File: config.mk
export PLATFORM = sky130hd
export DESIGN_NAME = dm_arbiter_flat
export DESIGN_NICKNAME = d
export VERILOG_FILES = /design/src/rtl/dm_pkg.sv /design/src/rtl/dm_arbiter_if.sv /design/src/rtl/dm_rr_arb2.sv /design/src/rtl/dm_arbiter.sv /design/src/flat_wrapper.sv
export SDC_FILE = /design/constraint.sdc
export NUM_CORES = 1
export LEC_CHECK = 0
export ABC_AREA = 0
export CORE_MARGIN = 2
export CORE_UTILIZATION = 43
export CTS_BUF_LIST = sky130_fd_sc_hd__clkbuf_8
export DETAILED_ROUTE_END_ITERATION = 16
export PLACE_DENSITY = 0.87
export SKIP_LAST_GASP = 1
export SLEW_MARGIN = 20
export SYNTH_ARGS = -nofsm -noshare
export SYNTH_HDL_FRONTEND = slang
export SYNTH_HIERARCHICAL = 1
export SYNTH_SLANG_ARGS = --single-unit
File: constraint.sdc
create_clock -name clk -period 2.25 [get_ports clk]
set_input_delay 0.45 -clock clk [delete_from_list [all_inputs] [get_ports clk]]
set_output_delay 0.45 -clock clk [all_outputs]
set_load 0.03 [all_outputs]
File: src/rtl/dm_pkg.sv
// Data-memory access-type encodings and the shared alignment/legality check.
// Also used by the CPU exception logic, so keep mem_misaligned free of side effects.
package dm_pkg;

    localparam int unsigned MEM_TYPE_W = 3;

    typedef enum logic [MEM_TYPE_W-1:0] {
        MEM_BYTE   = 3'b000,
        MEM_HALF   = 3'b001,
        MEM_WORD   = 3'b010,
        MEM_BYTE_U = 3'b100,
        MEM_HALF_U = 3'b101
    } mem_type_e;

    // True for an illegal type encoding or an access not aligned to its size.
    function automatic logic mem_misaligned(input logic [MEM_TYPE_W-1:0] typ,
                                            input logic [1:0]            addr_lo);
        logic bad;
        case (typ)
            MEM_BYTE, MEM_BYTE_U: bad = 1'b0;
            MEM_HALF, MEM_HALF_U: bad = addr_lo[0];
            MEM_WORD:             bad = (addr_lo != 2'b00);
            default:              bad = 1'b1;
        endcase
        return bad;
    endfunction

endpackage

File: src/rtl/dm_arbiter_if.sv
// Requester-side request/response channel pair for the data-memory arbiter.
// master = requester (CPU MEM stage or loader), slave = arbiter.
interface dm_arbiter_if #(
    parameter int ADDR_W = 8,
    parameter int DATA_W = 32
);
    import dm_pkg::*;

    logic                  req_valid;
    logic                  req_ready;
    logic                  req_we;
    logic [ADDR_W-1:0]     req_addr;
    logic [DATA_W-1:0]     req_wdata;
    logic [MEM_TYPE_W-1:0] req_type;
    logic                  rsp_valid;
    logic                  rsp_ready;
    logic [DATA_W-1:0]     rsp_rdata;
    logic                  rsp_err;

    modport master (
        output req_valid, req_we, req_addr, req_wdata, req_type, rsp_ready,
        input  req_ready, rsp_valid, rsp_rdata, rsp_err
    );

    modport slave (
        input  req_valid, req_we, req_addr, req_wdata, req_type, rsp_ready,
        output req_ready, rsp_valid, rsp_rdata, rsp_err
    );

endinterface

File: src/rtl/dm_rr_arb2.sv
// Two-way round-robin grant; combinational grant, 0-cycle latency.
// last_grant only moves on an actual accept, so a stalled grant may switch ports.
module dm_rr_arb2 (
    input  logic       clk,
    input  logic       rstn,
    input  logic [1:0] req,
    input  logic       accept,
    output logic [1:0] gnt
);

    logic last_grant_q;
    logic last_grant_d;
    logic gnt_idx;

    always_comb begin
        gnt_idx      = req[1];
        gnt          = 2'b00;
        last_grant_d = last_grant_q;
        if (req[0] && req[1]) begin
            gnt_idx = ~last_grant_q;
        end
        if (req != 2'b00) begin
            gnt = gnt_idx ? 2'b10 : 2'b01;
        end
        if (accept) begin
            last_grant_d = gnt_idx;
        end
    end

    // Reset to port 1 so port 0 wins the first contention.
    always_ff @(posedge clk or negedge rstn) begin
        if (!rstn) begin
            last_grant_q <= 1'b1;
        end else begin
            last_grant_q <= last_grant_d;
        end
    end

endmodule

File: src/rtl/dm_arbiter.sv
// Two-port arbiter/sequencer in front of the byte-addressed data memory.
// Latency: accept -> command reg (drives memory) -> response reg; rsp_valid one cycle after accept.
// Backpressure: a stalled response owner freezes the command reg and drops both req_ready.
module dm_arbiter
    import dm_pkg::*;
#(
    parameter int ADDR_W = 8,
    parameter int DATA_W = 32
) (
    input  logic                  clk,
    input  logic                  rstn,
    dm_arbiter_if.slave           p0,
    dm_arbiter_if.slave           p1,
    output logic                  mem_wr,
    output logic [ADDR_W-1:0]     mem_addr,
    output logic [DATA_W-1:0]     mem_din,
    output logic [MEM_TYPE_W-1:0] mem_type,
    input  logic [DATA_W-1:0]     mem_dout
);

    logic                  cmd_valid_q, cmd_valid_d;
    logic                  cmd_owner_q, cmd_owner_d;
    logic                  cmd_we_q,    cmd_we_d;
    logic [ADDR_W-1:0]     cmd_addr_q,  cmd_addr_d;
    logic [DATA_W-1:0]     cmd_wdata_q, cmd_wdata_d;
    logic [MEM_TYPE_W-1:0] cmd_type_q,  cmd_type_d;

    logic                  rsp_valid_q, rsp_valid_d;
    logic                  rsp_owner_q, rsp_owner_d;
    logic                  rsp_err_q,   rsp_err_d;
    logic [DATA_W-1:0]     rsp_rdata_q, rsp_rdata_d;

    logic [1:0] req;
    logic [1:0] gnt;
    logic       accept;
    logic       owner_rsp_ready;
    logic       rsp_load;
    logic       cmd_free;
    logic       err_c;
    logic       rsp_sel0;
    logic       rsp_sel1;

    assign req = {p1.req_valid, p0.req_valid};

    dm_rr_arb2 u_arb (
        .clk    (clk),
        .rstn   (rstn),
        .req    (req),
        .accept (accept),
        .gnt    (gnt)
    );

    assign owner_rsp_ready = rsp_owner_q ? p1.rsp_ready : p0.rsp_ready;
    assign rsp_load        = cmd_valid_q && (!rsp_valid_q || owner_rsp_ready);
    assign cmd_free        = !cmd_valid_q || rsp_load;
    assign accept          = (gnt != 2'b00) && cmd_free;

    assign p0.req_ready = gnt[0] && cmd_free;
    assign p1.req_ready = gnt[1] && cmd_free;

    assign err_c = mem_misaligned(cmd_type_q, cmd_addr_q[1:0]);

    // The write fires on the same edge the command moves into R, so a
    // stalled response can never cause a store to be issued twice.
    assign mem_wr   = cmd_valid_q && cmd_we_q && !err_c && rsp_load;
    assign mem_addr = cmd_addr_q;
    assign mem_din  = cmd_wdata_q;
    assign mem_type = cmd_type_q;

    always_comb begin
        cmd_valid_d = cmd_valid_q;
        cmd_owner_d = cmd_owner_q;
        cmd_we_d    = cmd_we_q;
        cmd_addr_d  = cmd_addr_q;
        cmd_wdata_d = cmd_wdata_q;
        cmd_type_d  = cmd_type_q;
        rsp_valid_d = rsp_valid_q;
        rsp_owner_d = rsp_owner_q;
        rsp_err_d   = rsp_err_q;
        rsp_rdata_d = rsp_rdata_q;

        if (accept) begin
            cmd_valid_d = 1'b1;
            cmd_owner_d = gnt[1];
            cmd_we_d    = gnt[1] ? p1.req_we    : p0.req_we;
            cmd_addr_d  = gnt[1] ? p1.req_addr  : p0.req_addr;
            cmd_wdata_d = gnt[1] ? p1.req_wdata : p0.req_wdata;
            cmd_type_d  = gnt[1] ? p1.req_type  : p0.req_type;
        end else if (cmd_free) begin
            cmd_valid_d = 1'b0;
        end

        if (rsp_load) begin
            rsp_valid_d = 1'b1;
            rsp_owner_d = cmd_owner_q;
            rsp_err_d   = err_c;
            rsp_rdata_d = (!cmd_we_q && !err_c) ? mem_dout : '0;
        end else if (rsp_valid_q && owner_rsp_ready) begin
            rsp_valid_d = 1'b0;
        end
    end

    always_ff @(posedge clk or negedge rstn) begin
        if (!rstn) begin
            cmd_valid_q <= 1'b0;
            cmd_owner_q <= 1'b0;
            cmd_we_q    <= 1'b0;
            cmd_addr_q  <= '0;
            cmd_wdata_q <= '0;
            cmd_type_q  <= '0;
            rsp_valid_q <= 1'b0;
            rsp_owner_q <= 1'b0;
            rsp_err_q   <= 1'b0;
            rsp_rdata_q <= '0;
        end else begin
            cmd_valid_q <= cmd_valid_d;
            cmd_owner_q <= cmd_owner_d;
            cmd_we_q    <= cmd_we_d;
            cmd_addr_q  <= cmd_addr_d;
            cmd_wdata_q <= cmd_wdata_d;
            cmd_type_q  <= cmd_type_d;
            rsp_valid_q <= rsp_valid_d;
            rsp_owner_q <= rsp_owner_d;
            rsp_err_q   <= rsp_err_d;
            rsp_rdata_q <= rsp_rdata_d;
        end
    end

    // Response data and error are visible only to the owning port.
    assign rsp_sel0     = rsp_valid_q && !rsp_owner_q;
    assign rsp_sel1     = rsp_valid_q &&  rsp_owner_q;
    assign p0.rsp_valid = rsp_sel0;
    assign p1.rsp_valid = rsp_sel1;
    assign p0.rsp_rdata = rsp_sel0 ? rsp_rdata_q : '0;
    assign p1.rsp_rdata = rsp_sel1 ? rsp_rdata_q : '0;
    assign p0.rsp_err   = rsp_sel0 && rsp_err_q;
    assign p1.rsp_err   = rsp_sel1 && rsp_err_q;

endmodule

File: src/flat_wrapper.sv
// flat-port wrapper written by rule: the top's interface ports become plain ports
module dm_arbiter_flat import dm_pkg::*;
#(
    parameter int ADDR_W = 8,
    parameter int DATA_W = 32
)
  (clk, rstn, mem_wr, mem_addr, mem_din, mem_type, mem_dout, p0_req_valid, p0_req_we, p0_req_addr, p0_req_wdata, p0_req_type, p0_rsp_ready, p0_req_ready, p0_rsp_valid, p0_rsp_rdata, p0_rsp_err, p1_req_valid, p1_req_we, p1_req_addr, p1_req_wdata, p1_req_type, p1_rsp_ready, p1_req_ready, p1_rsp_valid, p1_rsp_rdata, p1_rsp_err);
  dm_arbiter_if #(.ADDR_W(ADDR_W), .DATA_W(DATA_W)) p0_i ();
  dm_arbiter_if #(.ADDR_W(ADDR_W), .DATA_W(DATA_W)) p1_i ();
  input  logic clk;
  input  logic rstn;
  output logic mem_wr;
  output logic [ADDR_W-1:0] mem_addr;
  output logic [DATA_W-1:0] mem_din;
  output logic [MEM_TYPE_W-1:0] mem_type;
  input  logic [DATA_W-1:0] mem_dout;
  input wire logic [$bits(p0_i.req_valid)-1:0] p0_req_valid;
  input wire logic [$bits(p0_i.req_we)-1:0] p0_req_we;
  input wire logic [$bits(p0_i.req_addr)-1:0] p0_req_addr;
  input wire logic [$bits(p0_i.req_wdata)-1:0] p0_req_wdata;
  input wire logic [$bits(p0_i.req_type)-1:0] p0_req_type;
  input wire logic [$bits(p0_i.rsp_ready)-1:0] p0_rsp_ready;
  output wire logic [$bits(p0_i.req_ready)-1:0] p0_req_ready;
  output wire logic [$bits(p0_i.rsp_valid)-1:0] p0_rsp_valid;
  output wire logic [$bits(p0_i.rsp_rdata)-1:0] p0_rsp_rdata;
  output wire logic [$bits(p0_i.rsp_err)-1:0] p0_rsp_err;
  input wire logic [$bits(p1_i.req_valid)-1:0] p1_req_valid;
  input wire logic [$bits(p1_i.req_we)-1:0] p1_req_we;
  input wire logic [$bits(p1_i.req_addr)-1:0] p1_req_addr;
  input wire logic [$bits(p1_i.req_wdata)-1:0] p1_req_wdata;
  input wire logic [$bits(p1_i.req_type)-1:0] p1_req_type;
  input wire logic [$bits(p1_i.rsp_ready)-1:0] p1_rsp_ready;
  output wire logic [$bits(p1_i.req_ready)-1:0] p1_req_ready;
  output wire logic [$bits(p1_i.rsp_valid)-1:0] p1_rsp_valid;
  output wire logic [$bits(p1_i.rsp_rdata)-1:0] p1_rsp_rdata;
  output wire logic [$bits(p1_i.rsp_err)-1:0] p1_rsp_err;
  assign p0_i.req_valid = p0_req_valid;
  assign p0_i.req_we = p0_req_we;
  assign p0_i.req_addr = p0_req_addr;
  assign p0_i.req_wdata = p0_req_wdata;
  assign p0_i.req_type = p0_req_type;
  assign p0_i.rsp_ready = p0_rsp_ready;
  assign p0_req_ready = p0_i.req_ready;
  assign p0_rsp_valid = p0_i.rsp_valid;
  assign p0_rsp_rdata = p0_i.rsp_rdata;
  assign p0_rsp_err = p0_i.rsp_err;
  assign p1_i.req_valid = p1_req_valid;
  assign p1_i.req_we = p1_req_we;
  assign p1_i.req_addr = p1_req_addr;
  assign p1_i.req_wdata = p1_req_wdata;
  assign p1_i.req_type = p1_req_type;
  assign p1_i.rsp_ready = p1_rsp_ready;
  assign p1_req_ready = p1_i.req_ready;
  assign p1_rsp_valid = p1_i.rsp_valid;
  assign p1_rsp_rdata = p1_i.rsp_rdata;
  assign p1_rsp_err = p1_i.rsp_err;
  dm_arbiter #(.ADDR_W(ADDR_W), .DATA_W(DATA_W)) u_core (.clk(clk), .rstn(rstn), .p0(p0_i), .p1(p1_i), .mem_wr(mem_wr), .mem_addr(mem_addr), .mem_din(mem_din), .mem_type(mem_type), .mem_dout(mem_dout));
endmodule
# Word-level counts from Yosys, hierarchy flattened
# Cells that the tools add are included.
[word_totals] latchBits=0 mem_count=0 ram_bits=0 regBits=82 mem_bits_ro=0 wordCells=61
[classes] bitwise_logic=1 n_div=0 magnitude_cmp=0 reduce_logical=29 eq_ne=4 n_mul=0 n_addsub=0 n_shift=0 n_mux=16
[op_table] cell="$mux W32" count=4
[op_table] cell="$logic_and A1 B1 Y1" count=14
[op_table] cell="$reduce_bool A2 Y1" count=5
[op_table] cell="$mux W8" count=1
[op_table] cell="$mux W1" count=7
[op_table] cell="$eq A3 B3 Y1 const B" count=2
[op_table] cell="$logic_not A1 Y1" count=5
[op_table] cell="$mux W2" count=2
[op_table] cell="$reduce_or A2 Y1" count=2
[op_table] cell="$eq A3 B1 Y1 const B" count=1
[op_table] cell="$eq A3 B2 Y1 const B" count=1
[op_table] cell="$logic_not A3 Y1" count=1
[op_table] cell="$mux W3" count=1
[op_table] cell="$pmux W1 S3" count=1
[op_table] cell="$logic_or A1 B1 Y1" count=2
[op_table] cell="$not A1 Y1" count=1

# Depth between registers and ports, before layout
[depth] word_depth=7 ltp_mapped=8 mapped_depth_nobuf=6

# Modules after synthesis
# The synthesis kept the hierarchy.
[by_module_without_submodules] mod="dm_arbiter" cells_per_inst=604 seq_area_each_um2=2026.9 instances=1 area_per_inst_um2=5097.4
[by_module_without_submodules] mod="dm_rr_arb2" cells_per_inst=5 seq_area_each_um2=26.3 instances=1 area_per_inst_um2=63.8

# Worst setup path before layout
# OpenSTA, ideal clock, no wires.
[synth_path] path_kind="reg2out" startpoint="register u_core.u_arb.last_grant_q" endpoint="output port p0_req_ready" slack_ns=0.149 n_path_buf=2 required_ns=1.800 stages_incl_launch_ff=7 t_arrival_ns=1.651 path_cell_list="dfstp_2 -> inv_1 -> a21boi_0 -> clkbuf_1 -> clkbuf_1 -> a21bo_2 -> inv_1"
[synth_between] elab_chain_len=5
[synth_lines] item="from (decl)" line="dm_rr_arb2.sv:11" source="logic last_grant_q;"
[synth_lines] item="from (signal assigned)" line="dm_rr_arb2.sv:35" source="last_grant_q <= last_grant_d;"
[synth_lines] item="$not A1 Y1" line="dm_rr_arb2.sv:20" source="gnt_idx = ~last_grant_q;"
[synth_lines] item="$mux W1" line="dm_rr_arb2.sv:19" source="if (req[0] && req[1]) begin"
[synth_lines] item="$mux W2" line="dm_rr_arb2.sv:23" source="gnt = gnt_idx ? 2'b10 : 2'b01;"
[synth_lines] item="$mux W2" line="dm_rr_arb2.sv:22" source="if (req != 2'b00) begin"
[synth_lines] item="via u_core.gnt[0]" line="dm_arbiter.sv:34" source="logic [1:0] gnt;"
[synth_lines] item="$logic_and A1 B1 Y1" line="dm_arbiter.sv:58" source="assign p0.req_ready = gnt[0] && cmd_free;"
[synth_lines] item="to (decl)" line="flat_wrapper.sv:23" source="output wire logic [$bits(p0_i.req_ready)-1:0] p0_req_ready;"
# The timed path passes the listed nets, and every way through them passes these cells.

# Worst setup path in the final report
[layout_path] startpoint="input port p0_rsp_ready" endpoint="output port p1_req_ready"
[layout_between] elab_chain_len=5
[layout_lines] item="from (decl)" line="flat_wrapper.sv:22" source="input wire logic [$bits(p0_i.rsp_ready)-1:0] p0_rsp_ready;"
[layout_lines] item="$mux W1" line="dm_arbiter.sv:53" source="assign owner_rsp_ready = rsp_owner_q ? p1.rsp_ready : p0.rsp_ready;"
[layout_lines] item="$logic_or A1 B1 Y1" line="dm_arbiter.sv:54" source="assign rsp_load = cmd_valid_q && (!rsp_valid_q || owner_rsp_ready);"
[layout_lines] item="$logic_and A1 B1 Y1" line="dm_arbiter.sv:54"
[layout_lines] item="$logic_or A1 B1 Y1" line="dm_arbiter.sv:55" source="assign cmd_free = !cmd_valid_q || rsp_load;"
[layout_lines] item="$logic_and A1 B1 Y1" line="dm_arbiter.sv:59" source="assign p1.req_ready = gnt[1] && cmd_free;"
[layout_lines] item="to (decl)" line="flat_wrapper.sv:33" source="output wire logic [$bits(p1_i.req_ready)-1:0] p1_req_ready;"
# Every way passes these cells.

==> results.md <==
- CTS buffer count: 9
- Clk Latency, worst-skew pair: 350 ps
- Die Y: 114 um
- Final #Nets: 946
- Slew headroom: 0.488
- Final Wtd Congestion: 0.773
- Syn-to-layout area delta: 50.6%
- Setup Fix Bufs, Post-CTS: 0
- Yosys reg bits: 82
- Ports: 240
- Max clock buf depth: 2
- Overflow after GRT: 0
- CP max FO: 8
- Leakage power: 3.68 nW
- R2r endpoint: u_core/mem_addr[2]$_DFFE_PN0P_
- Final worst-path cycle share: 0.957
- Layout Skew: 6.41 ps
- DP HPWL: 10900 um
- Clock transition at path regs: 70 ps
- Mux contribution to synthesized area: 0.0737
- Final Max Slew Viols: 0
- Compound-Gate Fraction of Synth Area: 0.124
- Pre-antenna DRT Iters: 4
- Hold WC Path Type: primary input to async pin
- RSZ-0062 raised after global routing: false
- WP data arrival: 1700 ps
- Status: finished, final reports clean
- Max-Cap Viols: 0
- Post-synthesis sequential area ratio: 0.398
- DR iter-0 viols: 217
- Post-synth cell types: 31
- Post-Route WL: 15200 um
- Synth Area in XOR/XNOR: 0
- Die footprint: 12900 um^2
- Reg area: 2050 um^2
- R2R Path Start: u_core/rsp_valid_q$_DFFE_PN0P_
- Synth top area cells: dfrtp_1, nand3_1, a22o_1, mux2i_1, nand2_1
- Vias in the first global route: 4989
- Initial antenna violation count: 0
- Largest family of logic cells by synthesized area: simple AND/OR/NAND/NOR gates
- Die X: 114 um
- Post-Synth Adder-Cell Area: 0
- Hold buffers post-CTS: 0
- # H-tree levels: 3
- Slew @ Worst Pin: 768 ps
- Clock root cell: clkbuf_8
- Largest net degree at the start of global routing: 77
- First-pass GRT wire length: 24100 um
- Post-synth top area share: 0.393
- Area of the multi-input gates: 2760 um^2
- Kind of critical path: primary input to output port
- Vias/cell: 5.31
- Hold Vio Cnt, Final: 0
- Crit. End Element: output port
- Layout cell share with drive strength beyond 1: 0.146
- Final setup fails: 0
- Setup TNS: 0 ps
- Synth Area in Simple Gates: 0.326
- VDD IR max: 0.000651 V
- Hold slack: 42.6 ps
- Syn nets: 735
- Fmax: 464 MHz
- Worst setup margin: 96.1 ps
- Final min period: 2150 ps
- Syn. warnings: 6
- Syn_area_per_cell: 8.47 um^2
- Port Buffer Count: 239
- R2R setup slack: 460 ps
- Fillers: 982
- Rows: 40
- Drt wl/cell: 15.7 um
- Total clock sinks: 82
- R2R depth: 4
- Total track usage: 0.232
- PD cells: 1340 nW/um^2
- CTS tree: done
- DR DRC count: 0
- Crit path required time: 1800 ps
- Mapped Cells: 609
- Total number of vias: 5160
- Synthesized cell area: 5160 um^2
- Synth area leader: dfrtp_1
- Core area: 11900 um^2
- Setup crit start kind: primary input
- # diodes: 0
- Routed Antenna Nets: 0
- Initial Utilization: 0.435
- Worst slack, placed: 97.2 ps
==> report_power, final <==
part | switching, mW | internal, mW | leakage (nW) | total [mW]
Sequential | 0.633 | 2.22 | 1.02 | 2.86
Clock | 0.499 | 0.446 | 0.0961 | 0.945
Combinational | 3.91 | 2.73 | 2.56 | 6.64
==> layer usage <==
metal | GRT usage | vias to the layer above | share of wire
li1 | - | 2496 | -
met1 | 0.270 | 2435 | 0.40
met2 | 0.406 | 209 | 0.49
met3 | 0.0707 | 20 | 0.089
met4 | 0.0821 | 0 | 0.016
met5 | 0 | - | 0
==> timing repair <==
item / 4_1_cts / 5_1_grt
resized for setup: 1 / 5
pin swaps: 0 / 0
cloned: 0 / 1
endpoints found under the setup margin: 33 / 33
==> worst max-delay path, cell delays in order <==
cell,delay [ps]
clkdlybuf4s50_1,430
mux2i_4,320
nand2_1,140
and2_1,210
buf_12,140
==> logic make-up (layout without fill, tap and decap cells) <==
logic type             Yosys count  after routing
and+or+nand+nor                305            305
buffers and inverters           96            311
AOI/OAI and AO/OA               90             90
DFF                             82             82
muxes                           36             36
==> how the worst max path moves through the flow <==
stage,from,to,slack [ps],cells after the start
2_1_floorplan,u_core/u_arb/last_grant_q$_DFFE_PN1P_,p0_req_ready,150,6
3_3_place_gp,p0_rsp_ready,p1_req_ready,100,5
3_5_place_dp,p0_rsp_ready,p1_req_ready,100,5
4_1_cts,u_core/rsp_owner_q$_DFFE_PN0P_,p0_rsp_rdata[2],4,5
5_1_grt,u_core/rsp_owner_q$_DFFE_PN0P_,p0_rsp_rdata[8],20,5
6_report,p0_rsp_ready,p1_req_ready,100,5
==> final cells by class <==
| cell class | count | area share |
|---|---|---|
| clock buffers | 11 | 0.0195 |
| clock inverters | 4 | 0.00241 |
| inverters | 35 | 0.0169 |
| multi-input cells | 431 | 0.355 |
| flip-flops and latches | 82 | 0.264 |
| well taps | 147 | 0.0237 |
| repair buffers | 261 | 0.318 |
==> cell usage after synthesis <==
master	count
dfstp_2	1
nor2b_1	33
buf_4	2
a21o_1	2
o21ai_0	32
a21oi_1	7
mux2_1	2
mux2_4	1
and3b_1	7
nand3_1	76
clkbuf_1	43
mux2i_1	32
nand3b_1	38
a21bo_2	1
dfrtp_1	81
mux2i_4	1
and2_0	1
nor2_1	2
o2bb2ai_1	6
buf_6	3
a22o_1	39
and2_1	36
a21boi_1	1
buf_2	10
nand2_1	78
nor4_2	1
buf_1	3
inv_1	35
a21boi_2	1
a21boi_0	1
and3_1	33
==> layout by cell type (no fill, tap or decap), drive strengths merged, types with 6 or more instances in the layout <==
cell,count
and3b,7
o21ai,32
dfrtp,81
o2bb2ai,6
nor2b,33
a21oi,7
clkbuf,11
clkdlybuf4s50,167
nand3b,38
mux2i,33
inv,36
and2,37
nand3,76
nand2,78
buf,94
and3,33
a22o,39
==> sequential cells by signal, summed over array words and instances, names as in the netlist <==
register                   count
u_core/rsp_valid_q             1
u_core/mem_din                32
u_core/mem_addr                8
u_core/cmd_we_q                1
u_core/mem_type                3
u_core/rsp_owner_q             1
u_core/rsp_rdata_q            32
u_core/rsp_err_q               1
u_core/cmd_owner_q             1
u_core/cmd_valid_q             1
u_core/u_arb/last_grant_q      1
==> per-stage QoR <==
| stage | area (um^2) | power (mW) | instances | util |
|---|---|---|---|---|
| detailed placement | 7580 | 9.49 | 955 | 0.639 |
| CTS | 7760 | 10.5 | 970 | 0.654 |
| finish | 7770 | 10.4 | 971 | 0.655 |
| floorplan | 5160 | 6.93 | 609 | - |
| global placement | 7580 | 9.27 | 955 | 0.639 |
| global route | 7770 | 11.1 | 971 | 0.655 |
Note: power is estimated with default switching activity, not from simulation.
